**src/rtl/rld_pkg.sv**
```systemverilog
// Shared definitions for the run-length detector: mode codes, state encoding
// and the polarity-enable helper used by both the y and hit paths.
package rld_pkg;

  localparam logic [1:0] MODE_ONES  = 2'b00;
  localparam logic [1:0] MODE_ZEROS = 2'b01;
  localparam logic [1:0] MODE_BOTH  = 2'b10;
  localparam logic [1:0] MODE_OFF   = 2'b11;

  typedef enum logic [1:0] {
    ST_IDLE     = 2'b00,
    ST_RUN_ONE  = 2'b01,
    ST_RUN_ZERO = 2'b10
  } rld_state_e;

  function automatic logic mode_en(input logic [1:0] mode, input logic pol);
    case (mode)
      MODE_ONES:  mode_en = pol;
      MODE_ZEROS: mode_en = ~pol;
      MODE_BOTH:  mode_en = 1'b1;
      default:    mode_en = 1'b0;
    endcase
  endfunction

endpackage

```
**src/rtl/run_length_detector_sat_counter.sv**
```systemverilog
// Saturating up-counter with clear, load-to-one and increment controls.
module sat_counter #(
  parameter int WIDTH = 4,
  parameter int MAX   = 15
) (
  input  logic             clk,
  input  logic             reset,
  input  logic             clear,
  input  logic             load1,
  input  logic             inc,
  output logic [WIDTH-1:0] value
);

  localparam logic [WIDTH-1:0] MAX_V = WIDTH'(MAX);

  logic [WIDTH-1:0] value_q, value_d;

  always_comb begin
    value_d = value_q;
    if (clear)
      value_d = '0;
    else if (load1)
      value_d = WIDTH'(1);
    else if (inc && value_q != MAX_V)
      value_d = value_q + WIDTH'(1);
  end

  always_ff @(posedge clk) begin
    if (reset) value_q <= '0;
    else       value_q <= value_d;
  end

  assign value = value_q;

endmodule

```
**src/rtl/run_length_detector.sv**
```systemverilog
// Detects runs of identical bits on a qualified serial input, with separate
// thresholds per polarity, a one-shot hit per run and a saturating event count.
module run_length_detector
  import rld_pkg::*;
#(
  parameter int MAX_RUN = 15,
  parameter int RUN_W   = $clog2(MAX_RUN + 1),
  parameter int EVT_W   = 8
) (
  input  logic             clk,
  input  logic             reset,
  input  logic             x,
  input  logic             x_valid,
  input  logic [1:0]       mode,
  input  logic [RUN_W-1:0] thr_ones,
  input  logic [RUN_W-1:0] thr_zeros,
  output logic             y,
  output logic             hit,
  output logic             run_bit,
  output logic [RUN_W-1:0] run_len,
  output logic [EVT_W-1:0] evt_cnt
);

  localparam logic [RUN_W-1:0] MAX_L = RUN_W'(MAX_RUN);

  rld_state_e       state_q, state_d;
  logic             hit_q, hit_d;
  logic             done_q, done_d;   // this run has already produced its hit
  logic             new_run;
  logic [RUN_W-1:0] nxt_len;
  logic [RUN_W-1:0] nxt_thr;
  logic [RUN_W-1:0] cur_thr;

  always_comb begin
    state_d = state_q;
    hit_d   = 1'b0;
    done_d  = done_q;
    new_run = (state_q == ST_IDLE) || (x != run_bit);
    nxt_len = new_run ? RUN_W'(1) : ((run_len == MAX_L) ? MAX_L : run_len + RUN_W'(1));
    nxt_thr = x ? thr_ones : thr_zeros;
    if (x_valid) begin
      state_d = x ? ST_RUN_ONE : ST_RUN_ZERO;
      // Hit only on the sample that lands exactly on the threshold, once per run.
      hit_d   = (new_run || !done_q) && mode_en(mode, x) &&
                (nxt_thr != '0) && (nxt_len == nxt_thr);
      done_d  = new_run ? hit_d : (done_q | hit_d);
    end
  end

  always_ff @(posedge clk) begin
    if (reset) begin
      state_q <= ST_IDLE;
      hit_q   <= 1'b0;
      done_q  <= 1'b0;
    end else begin
      state_q <= state_d;
      hit_q   <= hit_d;
      done_q  <= done_d;
    end
  end

  sat_counter #(.WIDTH(RUN_W), .MAX(MAX_RUN)) u_run_cnt (
    .clk   (clk),
    .reset (reset),
    .clear (1'b0),
    .load1 (x_valid & new_run),
    .inc   (x_valid & ~new_run),
    .value (run_len)
  );

  sat_counter #(.WIDTH(EVT_W), .MAX((1 << EVT_W) - 1)) u_evt_cnt (
    .clk   (clk),
    .reset (reset),
    .clear (1'b0),
    .load1 (1'b0),
    .inc   (hit_d),
    .value (evt_cnt)
  );

  assign run_bit = (state_q == ST_RUN_ONE);
  assign hit     = hit_q;
  assign cur_thr = run_bit ? thr_ones : thr_zeros;
  assign y       = (state_q != ST_IDLE) && mode_en(mode, run_bit) &&
                   (cur_thr != '0) && (run_len >= cur_thr);

endmodule
```
**config.mk**
```make
export PLATFORM = sky130hd
export DESIGN_NAME = run_length_detector
export DESIGN_NICKNAME = d
export VERILOG_FILES = /design/src/rtl/rld_pkg.sv /design/src/rtl/run_length_detector_sat_counter.sv /design/src/rtl/run_length_detector.sv
export SDC_FILE = /design/constraint.sdc
export NUM_CORES = 1
export LEC_CHECK = 0
export CORE_ASPECT_RATIO = 1.4
export CORE_MARGIN = 2
export CORE_UTILIZATION = 45
export CTS_BUF_LIST = sky130_fd_sc_hd__clkbuf_8 sky130_fd_sc_hd__clkbuf_16
export CTS_CLUSTER_SIZE = 14
export DETAILED_ROUTE_END_ITERATION = 8
export GPL_TIMING_DRIVEN = 0
export HOLD_SLACK_MARGIN = 0.08
export PLACE_DENSITY = 0.73
export SYNTH_ARGS = -nofsm -noshare
export SYNTH_HDL_FRONTEND = slang
export SYNTH_HIERARCHICAL = 1
export SYNTH_SLANG_ARGS = --single-unit
```
**constraint.sdc**
```tcl
create_clock -name clk -period 3.1 [get_ports clk]
set_input_delay 0.775 -clock clk [delete_from_list [all_inputs] [get_ports clk]]
set_output_delay 0.775 -clock clk [all_outputs]
set_load 0.1 [all_outputs]
```
=== Word-level counts from Yosys, hierarchy flattened ===
Cells that the tools add are included.

* Flip-flop bits (word level): 16
* Latch bits: 0
* Bits in writable memories: 0
* Bits in read-only memories: 0
* Input bits: 14
* Output and inout port bits: 15
* Word-level logic and storage cells: 53
* Memories: 0

* $add $sub $neg: 2
* $mul: 0
* Div/mod/pow operators: 0
* Order comparisons: 1
* Equal/unequal tests: 8
* Shift-type cells: 0
* Multiplexer cells: 12
* Bitwise operators: 6
* Reductions and logical operators: 18

{| class="wikitable"
|+ Operator list
! kind !! number
|-
| 4-bit two-way mux || 4
|-
| 8-bit by 1-bit adder with 8-bit output, second input constant || 1
|-
| 1-bit logical AND || 8
|-
| 8-bit inequality test, second input constant || 1
|-
| 4-bit nonzero test || 2
|-
| 1-bit one-hot mux with 3 select lines || 2
|-
| 1-bit two-way mux || 5
|-
| 4-bit by 1-bit adder with 4-bit output, second input constant || 1
|-
| 2-bit by 1-bit equality test with 1-bit output, second input constant || 2
|-
| 4-bit equality test || 1
|-
| 4-bit equality test, second input constant || 1
|-
| 4-bit >= comparator || 1
|-
| 2-bit logical NOT || 2
|-
| 4-bit inequality test, second input constant || 1
|-
| 2-bit nonzero test || 2
|-
| 1-bit inverter || 3
|-
| 1-bit AND || 2
|-
| 2-bit equality test, second input constant || 1
|-
| 1-bit logical OR || 2
|-
| 2-bit two-way mux || 1
|-
| 2-bit OR reduction || 1
|-
| 1-bit logical NOT || 1
|-
| 1-bit inequality test || 1
|-
| 1-bit bitwise OR || 1
|}

=== Depth between registers and ports, before layout ===
* Depth after elaboration: 9
* Mapped depth: 10
* Depth with buffers taken out: 9

=== Modules after synthesis ===
The synthesis kept the hierarchy.

{| class="wikitable"
|+ By module, submodules not included
! module !! instances !! cells each !! area an instance (µm²) !! seq. area each (µm²)
|-
| run_length_detector || 1 || 74 || 655.6 || 80.1
|-
| sat_counter (u_evt_cnt) || 1 || 50 || 424.2 || 160.2
|-
| sat_counter (u_run_cnt) || 1 || 22 || 205.2 || 80.1
|}

=== Worst setup path before layout ===
OpenSTA, ideal clock, no wires.

* Path type: register to output
* From: register state_q[0]
* To: output y
* Data arrival time: 4.269 ns
* Required time: 2.325 ns
* Slack: -1.944 ns
* Cell stages (with the launch flop): 10
* Buffers on the path: 1
* Cell sequence: dfxtp_1 -> nor2b_1 -> buf_2 -> mux2_1 -> ha_1 -> nand2b_1 -> a21o_1 -> a21o_1 -> a21oi_1 -> a311oi_1

* Longest elaborated chain between the ends: 6
* Elaborated cells on any way between the ends: 10
* Classes of those cells: order compare (1); eq/ne (1); mux (2); bitwise (1); reduce/logical (5)

{| class="wikitable"
|+ Ends and longest elaborated chain
! what !! RTL line !! source
|-
| start: declaration || run_length_detector.sv:26 || <nowiki>rld_state_e state_q, state_d;</nowiki>
|-
| start signal: assignment || run_length_detector.sv:56 || <nowiki>state_q <= state_d;</nowiki>
|-
| 2-bit by 1-bit equality test with 1-bit output * || run_length_detector.sv:80 || <nowiki>assign run_bit = (state_q == ST_RUN_ONE);</nowiki>
|-
| named net run_bit || run_length_detector.sv:19 || <nowiki>output logic run_bit,</nowiki>
|-
| branches (longest 4 deep; another with 4-bit >= comparator) || -- ||
|-
| 1-bit logical AND * || run_length_detector.sv:84 || <nowiki>(cur_thr != '0) && (run_len >= cur_thr);</nowiki>
|-
| end: declaration || run_length_detector.sv:17 || <nowiki>output logic y,</nowiki>
|}

Mark *: on every way through the listed nets, which the timed path passes.

=== Final worst setup path ===
* From: register state_q[0]
* To: output y

* Longest elaborated chain between the ends: 6
* Elaborated cells on any way between the ends: 10
* Classes of those cells: order compare (1); eq/ne (1); mux (2); bitwise (1); reduce/logical (5)

{| class="wikitable"
|+ Ends and longest elaborated chain
! what !! RTL line
|-
| branches (longest 5 deep; another with 4-bit >= comparator) || --
|-
| 1-bit logical AND * || run_length_detector.sv:84
|}

Mark *: on every way between the ends.

==> impl_metrics.yaml <==
outcome:
  outcome: "complete, but fails checks"
  violations: "negative setup slack"
logic_synthesis:
  synthArstFlopShare: 0
  syn_area_per_cell_sq_um: 8.80
  ys.warnings.count: 6
  synth_cell_type_count: 51
  syn_area_sq_um: 1280
  synthTopCellsByArea: "dfxtp_1 (25%), ha_1 (6.8%), mux2i_1 (6.2%)"
  syn_inst: 146
  ys.flop_type: "dfxtp_1"
  yosysSeqAreaShare: 0.249
  yosys.area.top_type_share: 0.249
  ys_ff_latch: 16
  synth_top_cell_by_area: "dfxtp_1"
  synth_edf_count: 0
placed_design:
  io_buffers: 28
  dp_hpwl_microns: 2370
  gp_congestion: 0.782
  place_area_sq_um: 1690
sta:
  finalCriticalPeriod_ps: 3140
  fmax_mhz: 319
  skew_ps: 1.32
  finalCritPeriodShare: 1.01
  setup_viol: 1
  final_max_slew_viol_count: 0
  worst_slack_ps: -39.3
  final-hold-violation-count: 0
  rsz0062_at_grt: "yes"
  worst_pin_slew_ps: 969
  hold_slack_ps: 511
  fin_tns_setup_ps: -39.3
  relSlewSlack: 0.352
cells_and_area:
  syn2layout_area_growth_pct: 42.1
  layout-drive-gt1-share: 0.209
  final_common_cell: "clkdlybuf4s50_1"
  final_area_sq_um: 1830
  utilization: 0.684
  fin_nets: 213
  antennaDiodeCount: 0
  final_cell_mix: "clkdlybuf4s50_1 (21), dfxtp_1 (13), nand2_1 (11), conb_1 (10), nor3_1 (8)"
setup_path:
  critPathLaunch: "state_q[0]"
  cp.required_ps: 2320
  cp_max_fo: 6
  crit_path_start_kind: "register"
  r2r-start: "u_run_cnt/value[1]"
  r2r_cells: 9
  reg2reg_to: "u_evt_cnt/value[5]"
  worstPathArrival_ps: 2360
  endpoint: "y"
  end_kind: "output pin"
  path_class: "register to output pin"
  r2r_slack_ps: 590
global_routing:
  grt_first_pass_wirelength_microns: 5260
  grt_overflow: 0
  grt.total_usage: 0.202
  grt_pass1_vias: 1266
  antenna_found_initial: 0
  grt_max_degree: 13
pwr:
  ir_worst_vdd_uv: 168
  powerDensity_nw_per_um2: 293
  finalPower_mw: 0.534
  p_leak_nw: 0.717
worst_hold_path:
  hold_path_class: "register to register"
  hold_path_depth: 2
  min-delay-start: "u_evt_cnt/value[7]"
detailed_routing:
  routed_wl_microns: 3030
  drtPass1Iterations: 4
  routed-via-count: 1278
  drtAntennaViolNets: 0
  vias_per_cell: 5.63
  wire_per_inst_microns: 13.3
  drc: 0
  drt-initial-drc-count: 7
clocking:
  clock_latency_ps: 250
  tritoncts: "yes"
  cts_buffers: 3
  clockBufferDepth: 2
  clkSinkCount: 16
  clk_pin_slew_ps: 60
  root_buffer: "clkbuf_8"
  cts.htree.levels: 1
die:
  initial_utilization: 0.481
  rows: 22
  die_h_microns: 67.2
  die_w_microns: 49.2
  dieArea_sq_um: 3300
  pin_count: 29
  core_sq_um: 2670
flow_run:
  maxCapViolCount: 0
[cells in the mapped netlist, types with 3 or more instances]
cell type   n
nor4_2      3
a211oi_1    4
nor3b_1     3
ha_1        7
a21boi_0    4
nand2_1    11
a21oi_1     7
o21ai_0     3
nand3_1     6
and4_1      3
nand2b_1    4
inv_1       4
and3_1      3
mux2i_1     8
nor3_1      8
dfxtp_1    16
nor2_1      7
[registers in the layout, indices dropped and copies added, names as in the netlist]
| name | flops |
|---|---|
| done_q | 1 |
| hit | 1 |
| state_q | 2 |
| u_evt_cnt/value | 8 |
| u_run_cnt/value | 4 |
[power by group]
part / leakage [nW] / internal (mW) / switching [mW]
clock: 0.0288 / 0.113 / 0.0712
sequential: 0.131 / 0.209 / 0.00577
combinational: 0.558 / 0.0636 / 0.0721
[worst max-delay path, stage by stage (launching register included)]
cell and delay [ps]:
dfxtp_4 340, nor2b_4 150, buf_12 130, mux2_4 310
ha_4 250, nand2b_4 100, a21o_1 100, a21o_1 140
a21oi_2 70, a311oi_4 310, buf_12 220
[layer usage]
layer / up-vias / track usage / share of wire
li1: 644 / - / -
met2: 26 / 0.429 / 0.57
met5: - / 0 / 0
met4: 0 / 0.0893 / 0.013
met3: 4 / 0.0265 / 0.027
met1: 604 / 0.187 / 0.39
[metrics by stage]
step	cells	setup WS [ps]
floorplan	155	-267
global placement	219	-1270
detailed placement	219	-1290
CTS	224	-68.5
global route	227	-124
finish	227	-39.3
[repair_timing]
| action | CTS | global route |
|---|---|---|
| gates resized for setup | 23 | 7 |
| gates cloned | 0 | 0 |
| setup buffers | 1 | 3 |
| endpoints found under the setup margin | 5 | 5 |
| pin swaps | 3 | 3 |
| hold buffers | 0 | 0 |
[worst min path at each step]
stage	to	slack (ps)
detailed placement	u_evt_cnt/value[7]	500
global route	done_q	540
floorplan	done_q	480
finish	u_evt_cnt/value[7]	510
global placement	u_evt_cnt/value[1]	490
CTS	u_evt_cnt/value[7]	510
[layout make-up]
| type | instances | area (sq um) |
|---|---|---|
| sequential | 16 | 327 |
| timing repair buffer | 32 | 313 |
| tap | 36 | 45.0 |
| clock buffer | 4 | 55.1 |
| inverter | 4 | 15.0 |
| buffer | 4 | 47.5 |
| fill | 241 | 845 |
| multi-input combinational | 131 | 1020 |
[logic make-up after synthesis]
| logic type | count (synthesis) | share of synthesized area |
|---|---|---|
| xor+xnor | 4 | 0.0273 |
| flops | 16 | 0.249 |
| compound gates | 38 | 0.229 |
| simple gates | 61 | 0.296 |
| buf+inv | 8 | 0.0370 |
| other cells | 1 | 0.00292 |
| mux | 11 | 0.0906 |
| fa+ha+maj | 7 | 0.0682 |
Note: power is estimated with default switching activity, not from simulation.
